==> src/rtl/lfsr_rand_gen_if.sv <==
// Output stream of lfsr_rand_gen: one registered random value plus valid/ready.
// Latency: none; this only bundles the signals.
// Backpressure: the value holds while rand_valid=1 and rand_ready=0.
//   rand_out   : random value in 0..RANGE-1 (producer -> consumer)
//   rand_valid : rand_out holds an unconsumed value (producer -> consumer)
//   rand_ready : consumer accepts rand_out when rand_valid=1 (consumer -> producer)
interface lfsr_rand_gen_if #(
  parameter int OUT_W = 4
);
  logic [OUT_W-1:0] rand_out;
  logic             rand_valid;
  logic             rand_ready;

  modport master (output rand_out, output rand_valid, input rand_ready);
  modport slave  (input rand_out, input rand_valid, output rand_ready);
endinterface

==> src/rtl/lfsr_rand_gen.sv <==
// Bounded-range random number source built on a free-running Galois LFSR.
// Latency: rand_valid rises 1..MAX_TRIES edges after entering DRAW with en=1.
// Backpressure: a value holds until rand_valid&rand_ready; the LFSR keeps running regardless.
// Ports:
//   clk, rst_n   : clock (rising edge) and asynchronous active-low reset
//   en           : draw enable; 0 pauses acceptance and holds the try counter
//   seed_load    : load seed_in into the LFSR this edge (0 maps to SEED)
//   seed_in      : seed value
//   rand_if      : master side of the rand_out/rand_valid/rand_ready stream
//   fallback_cnt : saturating count of draws resolved by the fallback value
module lfsr_rand_gen #(
  parameter int WIDTH     = 8,
  parameter int RANGE     = 9,
  parameter int SEED      = 1,
  parameter int NO_REPEAT = 1,
  parameter int MAX_TRIES = 8
) (
  input  logic              clk,
  input  logic              rst_n,
  input  logic              en,
  input  logic              seed_load,
  input  logic [WIDTH-1:0]  seed_in,
  lfsr_rand_gen_if.master   rand_if,
  output logic [7:0]        fallback_cnt
);

  localparam int OUT_W = ($clog2(RANGE) < 1) ? 1 : $clog2(RANGE);
  localparam int TRY_W = ($clog2(MAX_TRIES + 1) < 1) ? 1 : $clog2(MAX_TRIES + 1);

  // Maximal-length feedback masks for a right-shifting Galois LFSR.
  function automatic logic [15:0] taps_for(input int w);
    logic [15:0] t;
    case (w)
      4:       t = 16'h000C;
      5:       t = 16'h0014;
      6:       t = 16'h0030;
      7:       t = 16'h0060;
      8:       t = 16'h00B8;
      9:       t = 16'h0110;
      10:      t = 16'h0240;
      11:      t = 16'h0500;
      12:      t = 16'h0E08;
      13:      t = 16'h1C80;
      14:      t = 16'h3802;
      15:      t = 16'h6000;
      16:      t = 16'hD008;
      default: t = 16'h00B8;
    endcase
    return t;
  endfunction

  localparam logic [15:0]      TAPS16   = taps_for(WIDTH);
  localparam logic [WIDTH-1:0] TAPS     = TAPS16[WIDTH-1:0];
  localparam logic [WIDTH-1:0] SEED_V   = WIDTH'(SEED);
  // One bit wider than a value so RANGE = 2^OUT_W still compares correctly.
  localparam logic [OUT_W:0]   RANGE_W  = (OUT_W + 1)'(RANGE);
  localparam logic [TRY_W-1:0] TRY_LAST = TRY_W'(MAX_TRIES - 1);

  typedef enum logic {S_DRAW, S_HOLD} state_e;

  state_e           state_q, state_d;
  logic [WIDTH-1:0] lfsr_q, lfsr_d;
  logic [OUT_W-1:0] rand_out_q, rand_out_d;
  logic             rand_valid_q, rand_valid_d;
  logic [OUT_W-1:0] last_q, last_d;
  logic             last_vld_q, last_vld_d;
  logic [TRY_W-1:0] tries_q, tries_d;
  logic [7:0]       fb_cnt_q, fb_cnt_d;

  logic [OUT_W-1:0] cand;
  logic             cand_ok;
  logic [OUT_W-1:0] fb_val;

  always_comb begin
    // The LFSR advances every cycle; seed_load replaces the advance, and a
    // draw on the same edge still sees lfsr_q (the pre-load value).
    lfsr_d = lfsr_q[0] ? ((lfsr_q >> 1) ^ TAPS) : (lfsr_q >> 1);
    if (seed_load) begin
      lfsr_d = (seed_in == '0) ? SEED_V : seed_in;
    end

    cand    = lfsr_q[OUT_W-1:0];
    cand_ok = ({1'b0, cand} < RANGE_W) &&
              ((NO_REPEAT == 0) || !last_vld_q || (cand != last_q));

    fb_val = '0;
    if (last_vld_q) begin
      fb_val = (({1'b0, last_q} + 1'b1) == RANGE_W) ? '0 : (last_q + 1'b1);
    end

    state_d      = state_q;
    rand_out_d   = rand_out_q;
    rand_valid_d = rand_valid_q;
    last_d       = last_q;
    last_vld_d   = last_vld_q;
    tries_d      = tries_q;
    fb_cnt_d     = fb_cnt_q;

    case (state_q)
      S_DRAW: begin
        if (en) begin
          if (cand_ok) begin
            rand_out_d   = cand;
            last_d       = cand;
            last_vld_d   = 1'b1;
            rand_valid_d = 1'b1;
            tries_d      = '0;
            state_d      = S_HOLD;
          end else if (tries_q == TRY_LAST) begin
            // This rejection would exhaust the budget: emit the fallback.
            rand_out_d   = fb_val;
            last_d       = fb_val;
            last_vld_d   = 1'b1;
            rand_valid_d = 1'b1;
            tries_d      = '0;
            state_d      = S_HOLD;
            if (fb_cnt_q != 8'hFF) begin
              fb_cnt_d = fb_cnt_q + 8'd1;
            end
          end else begin
            tries_d = tries_q + 1'b1;
          end
        end
      end
      S_HOLD: begin
        if (rand_valid_q && rand_if.rand_ready) begin
          rand_valid_d = 1'b0;
          state_d      = S_DRAW;
        end
      end
      default: state_d = S_DRAW;
    endcase
  end

  always_ff @(posedge clk or negedge rst_n) begin
    if (!rst_n) begin
      state_q      <= S_DRAW;
      lfsr_q       <= SEED_V;
      rand_out_q   <= '0;
      rand_valid_q <= 1'b0;
      last_q       <= '0;
      last_vld_q   <= 1'b0;
      tries_q      <= '0;
      fb_cnt_q     <= 8'd0;
    end else begin
      state_q      <= state_d;
      lfsr_q       <= lfsr_d;
      rand_out_q   <= rand_out_d;
      rand_valid_q <= rand_valid_d;
      last_q       <= last_d;
      last_vld_q   <= last_vld_d;
      tries_q      <= tries_d;
      fb_cnt_q     <= fb_cnt_d;
    end
  end

  assign rand_if.rand_out   = rand_out_q;
  assign rand_if.rand_valid = rand_valid_q;
  assign fallback_cnt       = fb_cnt_q;

endmodule

==> src/flat_wrapper.sv <==
// flat-port wrapper written by rule: the top's interface ports become plain ports
module lfsr_rand_gen_flat 
#(
  parameter int WIDTH     = 8,
  parameter int RANGE     = 9,
  parameter int SEED      = 1,
  parameter int NO_REPEAT = 1,
  parameter int MAX_TRIES = 8
)
  (clk, rst_n, en, seed_load, seed_in, fallback_cnt, rand_if_rand_out, rand_if_rand_valid, rand_if_rand_ready);
  lfsr_rand_gen_if rand_if_i ();
  input  logic clk;
  input  logic rst_n;
  input  logic en;
  input  logic seed_load;
  input  logic [WIDTH-1:0] seed_in;
  output logic [7:0] fallback_cnt;
  output wire logic [$bits(rand_if_i.rand_out)-1:0] rand_if_rand_out;
  output wire logic [$bits(rand_if_i.rand_valid)-1:0] rand_if_rand_valid;
  input wire logic [$bits(rand_if_i.rand_ready)-1:0] rand_if_rand_ready;
  assign rand_if_rand_out = rand_if_i.rand_out;
  assign rand_if_rand_valid = rand_if_i.rand_valid;
  assign rand_if_i.rand_ready = rand_if_rand_ready;
  lfsr_rand_gen #(.WIDTH(WIDTH), .RANGE(RANGE), .SEED(SEED), .NO_REPEAT(NO_REPEAT), .MAX_TRIES(MAX_TRIES)) u_core (.clk(clk), .rst_n(rst_n), .en(en), .seed_load(seed_load), .seed_in(seed_in), .rand_if(rand_if_i), .fallback_cnt(fallback_cnt));
endmodule
==> config.mk <==
export PLATFORM = sky130hd
export DESIGN_NAME = lfsr_rand_gen_flat
export DESIGN_NICKNAME = d
export VERILOG_FILES = /design/src/rtl/lfsr_rand_gen_if.sv /design/src/rtl/lfsr_rand_gen.sv /design/src/flat_wrapper.sv
export SDC_FILE = /design/constraint.sdc
export NUM_CORES = 1
export LEC_CHECK = 0
export ABC_AREA = 1
export ABC_CLOCK_PERIOD_IN_PS = 1840
export CAP_MARGIN = 15
export CORE_MARGIN = 2
export CORE_UTILIZATION = 50
export DETAILED_ROUTE_END_ITERATION = 8
export GPL_TIMING_DRIVEN = 0
export PLACE_DENSITY_LB_ADDON = 0.15
export SLEW_MARGIN = 5
export SYNTH_ARGS = -nofsm -noshare
export SYNTH_HDL_FRONTEND = slang
export SYNTH_SLANG_ARGS = --single-unit
==> constraint.sdc <==
create_clock -name clk -period 1.84 [get_ports clk]
set_input_delay 0.368 -clock clk [delete_from_list [all_inputs] [get_ports clk]]
set_output_delay 0.368 -clock clk [all_outputs]
set_load 0.02 [all_outputs]
== Word level (Yosys, flattened, before mapping) ==
Index checks and enable logic that the tools add are counted.
Word-level totals
  word-level logic and storage cells: 51
  bits of input ports: 13
  output and inout port bits: 13
  flip-flop bits (word level): 27
Operators by class
  bitwise operators: 3
  multiplexer cells: 19
  order comparisons: 1
  reduce and logical (&&, ||, !) cells: 10
  eq/ne operators: 7
  add/sub/neg operators: 4
Operator list (number)
  $mux 4: 6
  $mux 8: 3
  $add 4x1->4 const B: 2
  $add 8x1->8 const B: 1
  $logic_not 8->1: 1
  $mux 1: 8
  $ne 8x8->1 const B: 1
  $reduce_and 3->1: 2
  $add 4x1->5 const B: 1
  $eq 5x4->1 const B: 1
  $reduce_and 5->1: 1
  $eq 4x3->1 const B: 1
  $lt 4x4->1 const B: 1
  $ne 2x2->1 const B: 2
  $ne 4x4->1: 1
  $not 3->4: 1
  $pmux 1 s2: 2
  $ne 3x1->1 const B: 1
  $logic_and 1x1->1: 2
  $not 1->1: 2
  $reduce_and 2->1: 1
  $reduce_bool 2->1: 1
  $logic_not 1->1: 1
  $logic_or 1x1->1: 1

== Logic depth before layout (Yosys ltp) ==
Gate-level depths: netlist of the first run.
  depth after elaboration: 6
  mapped depth: 12
  gate-level depth less buffers: 11

== Worst setup path after synthesis of the first run ==
Ideal clock, no wire load.
  path type: register to register
  from: reg u_core.lfsr_q[0]
  to: reg u_core.fb_cnt_q[5], in the netlist u_core.fallback_cnt[5]
  required time: 1718 ps
  stages on the path, launching flop included: 12
  arrival: 1379 ps
  period minus slack after synthesis: 1501 ps
  path buffers: 2
  setup time: 122 ps
  slack: 339 ps
  path through: dfstp_2 -> buf_6 -> inv_2 -> nand2_1 -> nand2_1 -> nor2_1 -> nand3_2 -> nand2_2 -> nand2_2 -> buf_6 -> nand2_2 -> o21ai_2
On the way
  cells in the longest elaborated chain, start to end: 5
  elaborated cells between the ends (all ways): 6
  those cells by class: 1 x order compare; 1 x eq/ne; 1 x bitwise; 3 x reduce/logical
RTL lines
  start, declared: RTL line lfsr_rand_gen.sv:62  | logic [WIDTH-1:0] lfsr_q, lfsr_d;
  start signal, assigned: RTL line lfsr_rand_gen.sv:147  | lfsr_q <= lfsr_d;
  branches (longest 2 deep; another with $lt 4x4->1)
  $logic_and 1x1->1 (*): RTL line lfsr_rand_gen.sv:83  | cand_ok = ({1'b0, cand} < RANGE_W) &&
  $not 1->1 (no line) (*)
  $reduce_and 5->1 (no line) (*)
  end signal, assigned: RTL line lfsr_rand_gen.sv:153  | fb_cnt_q <= fb_cnt_d;
  end, declared: RTL line lfsr_rand_gen.sv:68  | logic [7:0] fb_cnt_q, fb_cnt_d;
Every way passes the cells marked *.
A chain may end at the register's enable or synchronous reset.

== Worst setup path after layout of the first run ==
  from: reg u_core.fb_cnt_q[0], in the netlist u_core.fallback_cnt[0]
  to: out fallback_cnt[0]
RTL lines
  end, declared: RTL line flat_wrapper.sv:17  | output logic [7:0] fallback_cnt;
No word-level cell between the ends.

==> results of run 1 <==
[kinds of logic after synthesis]
kind of cell               after synthesis
AOI/OAI and AO/OA                       14
buffers and inverters                   25
adders and majority gates                4
DFF                                     27
and+or+nand+nor                        115
xor gates and xnor gates                12
[area by class of cell]
type                       count  area share [%]
buffer                         5           2.227
timing repair buffer          26           15.26
multi-input combinational    145           39.55
clock buffer                   4           1.375
inverter                      20           3.929
sequential                    27           35.49
tap                           33           2.161
[state kept, by name, indices dropped and copies added (netlist names)]
name / cells
u_core.rand_if.rand_out: 4
u_core.rand_if.rand_valid: 1
u_core.tries_q: 4
u_core.last_vld_q: 1
u_core.lfsr_q: 8
u_core.fallback_cnt: 8
u_core.state_q: 1
[where the power goes]
group | internal, mW | total, mW | switching (mW)
registers | 0.717 | 0.846 | 0.129
logic | 0.362 | 0.858 | 0.495
clock network | 0.0852 | 0.262 | 0.177
[layer usage]
layer,vias up,global-route usage (%),share of wire [%]
met4,0,6.667,1.4
met3,5,2.597,4.6
met2,32,34.01,47
met5,-,0,0
met1,594,24.76,47
li1,681,-,-
[how the worst max path moves through the flow]
stage	from	to	slack, ns
2_1_floorplan	u_core.lfsr_q[0]$_DFF_PN1_	u_core.fallback_cnt[5]$_DFFE_PN0P_	0.34
3_3_place_gp	en	u_core.fallback_cnt[5]$_DFFE_PN0P_	0.02
3_5_place_dp	en	u_core.fallback_cnt[5]$_DFFE_PN0P_	-0.06
4_1_cts	u_core.fallback_cnt[2]$_DFFE_PN0P_	fallback_cnt[2]	0.0004
5_1_grt	u_core.fallback_cnt[4]$_DFFE_PN0P_	fallback_cnt[4]	0.02
6_report	u_core.fallback_cnt[0]$_DFFE_PN0P_	fallback_cnt[0]	0.07
[cells in the final DEF (no fill, tap or decap)]
cell type / n
o21ai_2: 3
ha_1: 4
nand2_2: 4
dfrtp_2: 1
inv_1: 18
inv_2: 2
nand3_2: 2
xnor2_1: 8
dlygate4sd2_1: 1
nand3b_1: 1
nor2_2: 1
clkdlybuf4s50_1: 18
dfstp_2: 1
buf_16: 1
clkbuf_1: 2
xor2_1: 4
clkbuf_4: 3
a21oi_1: 3
nor4_1: 2
nand4_1: 2
o31ai_4: 1
nand2_1: 71
nand2_4: 1
nor2_1: 11
o21ai_0: 6
buf_2: 1
o21ai_1: 1
dfrtp_1: 25
nand3_1: 19
buf_6: 3
nor3_1: 1
dlymetal6s2s_1: 6
[per-stage QoR]
step | util [%] | TNS, ns
after floorplan | - | 0
after global placement | 61.33 | 0
after detailed placement | 62.25 | -0.3681
after CTS | 63.13 | 0
after global routing | 63.63 | 0
final | 63.63 | 0
==> reports/results.tsv, run 1 <==
metric	value	unit
DRC errors left	0	
Detailed Routing Iterations Pass 1	4	
post-synthesis adder-cell area fraction	3.228	%
asr flop ratio synth	100.0	%
area fraction in compound gates after synthesis	6.295	%
Hold Vio Cnt, Final	0	
crit-path max FO	5	
Least-Margin Pin Slew	0.5786	ns
placed cell count	256	
Reg2Reg Launch Point	u_core.lfsr_q[0]$_DFF_PN1_	
RSZ-0062 raised after global routing	no	
Final period util	96.00	%
Vias	1312	
die span in x	59.68	µm
crit path max-delay cell type	clkdlybuf4s50_1	
sequential area share after synthesis	43.66	%
Sink Count	27	
Synth Area per Inst	7.869	µm²
ys flop type	dfrtp_1	
kind of start point of the critical path	register	
first-pass GRT wire length	5271	µm
number of diodes	0	
fmax	0.5661	GHz
CP Capture Type	output port	
Setup WS pre-CTS	-0.05670	ns
Hold WC Path Type	in2async	
die height	59.68	µm
Reg clk slew, reported paths	0.15	ns
R2R depth	11	
CTS tree	built	
I/O pin cnt	26	
H-tree Lvls	1	
clk_lat worst skew	0.33	ns
Inserted Clock Buffers	3	
Post-CTS Setup Bufs	0	
worst-path cell chain	clkdlybuf4s50_1	
Hold Buf Count CTS	0	
initial antenna violation count	0	
Yosys cell types	26	
Finished Layout Cells	260	
Slowest Stage Delay on Critical Path	0.64	ns
status	finished clean	
synthesis-to-layout area growth	23.24	%
multi-input logic area	755.7	µm²
Max clock buf depth	2	
Syn Inst Count	197	
post-DP HPWL	2336	µm
register area	678.2	µm²
Ys Warns	0	
Critical Path RT	1.47	ns
most frequent cell after synthesis	nand2_1	
Critical Path AT	1.40	ns
EDFF count, synth	0	
Post-Synth XOR/XNOR Area	6.780	%
Core ar.	3003	µm²
Final WS setup	0.07363	ns
Critical Path Stages	1	
r2r endpoint	u_core.fallback_cnt[5]$_DFFE_PN0P_	
post-place instance area	1869	µm²
cell area after layout	1911	µm²
Clock Skew	0.009150	ns
Iter 0 DRT Violations	62	
Post-CTS Resized	2	
MaxCap Viol Count	0	
endpoints failing setup	0	
Pwr Total	1.966	mW
R2R Setup Slk	0.22	ns
mux cell area share after synthesis	0	%
Synth Area in Simple Gates	32.45	%
die footprint	3562	µm²
Total Wirelength	3004	µm
VDD IR max	453.9	µV
Commonest cells post-synth	71 x nand2_1, 26 x dfrtp_1, 19 x nand3_1, 18 x inv_1, 11 x nor2_1	
Top Family by Delay on Critical Path	buffers and inverters	
largest family of logic cells by synthesized area	simple AND/OR/NAND/NOR gates	
relative slew slack	61.30	%
WP buf/inv	1	
Port Buffer Count	25	
WL/cell	11.55	µm
Setup CP Type	reg2out	
total global routing overflow	0	
cell area after synthesis	1550	µm²
Clock Tree Root	clkbuf_4	
DRT antenna net count	0	
largest net degree at the start of global routing	18	
Area contributors post-synth	dfrtp_1 42%, nand2_1 17%, nand3_1 6.1%	
Leak	1.054	nW
Syn Nets	214	
Filler cells	281	
Synth Register Bits	27	
Synth area leader	dfrtp_1	
GP Congestion	0.7936	
drt via density	5.046	
Yosys top cell area share	41.97	%
Fin Hold WS	0.3802	ns
layout cell share with drive strength beyond 1	10.57	%
Final Slew Violations	0	
Pwr Density	1029	nW/µm²
Initial Util	51.63	%
minimum clock period	1.766	ns
Nets	245	
vias in the first global route	1212	
Rows	20	
gr usage total	19.53	%
Power figures use the tool's default switching activity.
==> inputs of run 2 (changes only) <==
--- a/config.mk
+++ b/config.mk
@@ -8,6 +8,7 @@
 export ABC_AREA = 1
 export ABC_CLOCK_PERIOD_IN_PS = 1840
 export CAP_MARGIN = 15
+export CORE_ASPECT_RATIO = 0.75
 export CORE_MARGIN = 2
 export CORE_UTILIZATION = 50
 export DETAILED_ROUTE_END_ITERATION = 8
==> run 2 against run 1 <==
Clock-buffer cell count is 1 lower. Clock skew fell by 0.0011 ns. Die area grew 0.13%. Routed wire length up 4.2%. Via count rose by 2.3%. Critical path type unchanged.
==> reports/results.tsv, run 2 (same netlist as run 1, synthesis figures left out) <==
metric	value	unit	change
status	finished clean		
DRC errors left	0		unchanged
Logic pwr share	42.5	%	-1.1 points
DRT antenna net count	0		unchanged
setup tns final	0	ns	unchanged
die height	52.22	µm	-13%
CP Capture Type	output port		
drt via density	5.064		+0.36%
Setup WS pre-CTS	-0.04305	ns	+0.01365 ns
Detailed Routing Iterations Pass 1	4		unchanged
Hold Vio Cnt, Final	0		unchanged
Critical Path AT	1.41	ns	about the same
total global routing overflow	0		unchanged
Clock Tree Root	clkbuf_8		
Core ar.	2957	µm²	-1.5%
P_sw	0.8179	mW	+2.1%
initial antenna violation count	0		unchanged
GP Congestion	0.8636		+8.8%
Critical Path RT	1.47	ns	about the same
Iter 0 DRT Violations	67		+8.1%
Least-Margin Pin Slew	0.6458	ns	+0.06717 ns
relative slew slack	56.81	%	-4.5 points
sw frac	39.78	%	-0.98 points
H-tree Lvls	1		unchanged
CTS tree	built		
synthesis-to-layout area growth	24.13	%	
most frequent cells in the layout	71 x nand2_1, 26 x dfrtp_1, 24 x clkdlybuf4s50_1		
Max clock buf depth	2		unchanged
Clock Skew	0.008046	ns	-0.001104 ns
RSZ-0062 raised after global routing	no		
Total Wirelength	3129	µm	+4.2%
die span in x	68.30	µm	+14%
Sink Count	27		unchanged
met2 Usage GRT	34.79	%	+0.78 points
cell area after layout	1924	µm²	+0.72%
clk_lat worst skew	0.27	ns	-0.06 ns
gr usage total	20.23	%	+0.70 points
clock power share	16.2	%	+2.8 points
die footprint	3566	µm²	+0.13%
Pwr Density	1068	nW/µm²	+3.8%
endpoints failing setup	0		unchanged
fmax	0.5630	GHz	-0.56%
Initial Util	52.43	%	+0.81 points
Pwr Total	2.056	mW	+4.6%
vias in the first global route	1254		+3.5%
Hold WC Path Type	reg2reg		
WL/cell	11.81	µm	+2.2%
Top Family by Delay on Critical Path	buffers and inverters		
Cell Int Power	1.238	mW	+6.3%
commonest non-fill, non-tap cell in the layout	nand2_1		
grt peak-use layer	met2		
Nets	245		unchanged
Final Slew Violations	0		unchanged
register area	676.9	µm²	-0.18%
WP buf/inv	1		unchanged
Flop pwr share	41.3	%	-1.7 points
Reg clk slew, reported paths	0.09	ns	-0.06 ns
Final WS setup	0.06372	ns	-0.009908 ns
layout cell share with drive strength beyond 1	10.57	%	unchanged
Vias	1342		+2.3%
kind of start point of the critical path	register		
I/O pin cnt	26		unchanged
Slowest Stage Delay on Critical Path	0.66	ns	+0.02 ns
crit path max-delay cell type	clkdlybuf4s50_1		
minimum clock period	1.776	ns	+0.009908 ns
number of diodes	0		unchanged
Rows	17		-15%
multi-input logic area	755.7	µm²	unchanged
post-layout util	65.09	%	+1.5 points
Filler cells	251		-11%
largest net degree at the start of global routing	17		-1
crit-path max FO	6		+1
Setup CP Type	reg2out		
Inserted Clock Buffers	3		unchanged
post-place instance area	1876	µm²	+0.33%
first-pass GRT wire length	5319	µm	+0.91%
Port Buffer Count	25		unchanged
Leak	0.9738	nW	-7.6%
VDD IR max	634.1	µV	+40%
MaxCap Viol Count	0		unchanged
Final period util	96.54	%	+0.54 points
worst-path cell chain	clkdlybuf4s50_1		
M3 GR Usage	4.731	%	+2.1 points
post-DP HPWL	2367	µm	+1.3%
met1 Use GR	25.42	%	+0.66 points
## run 2: cell count changes in the layout (fill, tap and decap cells not counted)
cell | before | now
dfrtp_1 | 25 | 26
clkbuf_8 | 0 | 3
clkbuf_1 | 2 | 1
clkbuf_4 | 3 | 0
clkdlybuf4s50_1 | 18 | 24
dlygate4sd2_1 | 1 | 0
dfrtp_2 | 1 | 0
clkinv_2 | 0 | 1
dlymetal6s2s_1 | 6 | 1
## run 2: area by class of cell
type	instances	area share, %
Multi-Input combinational cell	145	39.27
Sequential cell	27	35.18
Timing Repair Buffer	26	14.56
Inverter	20	3.901
Tap cell	38	2.471
Buffer	5	2.211
Clock buffer	3	2.146
Clock inverter	1	0.2601
## run 2: power by group through the flow
stage,clock network (mW),logic [mW],registers [mW]
after global routing,0.375,0.984,0.866
final,0.334,0.874,0.849
after floorplan,0,0.532,0.900
after global placement,0,0.843,0.849
after CTS,0.351,0.882,0.848
after detailed placement,0,0.878,0.860
## run 2: worst register-to-register path: stages, from the launching register on
cell	delay [ns]
dfstp_2	0.54
buf_6	0.13
inv_2	0.05
nand2_1	0.05
nand2_1	0.05
nor2_1	0.10
nand3_2	0.14
nand2_2	0.12
nand2_2	0.07
buf_6	0.15
nand2_1	0.07
nand2_1	0.05
## run 2: final timing paths
check / startpoint / to / cells past startpoint / slack (ns)
max: u_core.fallback_cnt[2]$_DFFE_PN0P_ / fallback_cnt[2] / 1 / 0.06
min: u_core.lfsr_q[7]$_DFF_PN0_ / u_core.lfsr_q[6]$_DFF_PN0_ / 2 / 0.45
max reg2reg: u_core.lfsr_q[0]$_DFF_PN1_ / u_core.fallback_cnt[4]$_DFFE_PN0P_ / 11 / 0.21
min reg2reg: u_core.lfsr_q[7]$_DFF_PN0_ / u_core.lfsr_q[6]$_DFF_PN0_ / 2 / 0.45
max in group asynchronous: rst_n / u_core.lfsr_q[0]$_DFF_PN1_ / 2 / 0.78
min in group asynchronous: rst_n / u_core.last_vld_q$_DFFE_PN0P_ / 1 / 0.48
## run 2: through the flow
| stage | hold slack [ns] | std cells |
|---|---|---|
| after floorplan | 0.07241 | 197 |
| after global placement | 0.4329 | 260 |
| after detailed placement | 0.4347 | 261 |
| after CTS | 0.4550 | 265 |
| after global routing | 0.4870 | 265 |
| final | 0.4543 | 265 |
## run 2: metal layers
layer | vias to the layer above | share of wire, % | wire length, µm
met1 | 621 | 48 | 1506
met2 | 39 | 47 | 1459
met4 | 0 | 0.38 | 12
met5 | - | 0 | 0
li1 | 680 | - | -
met3 | 2 | 4.8 | 150
## run 2: what timing repair did
action | 4_1_cts | 5_1_grt
resized for setup | 0 | 1
endpoints found under the setup margin | 0 | 1
hold buffers | 0 | 0
setup buffers | 0 | 0
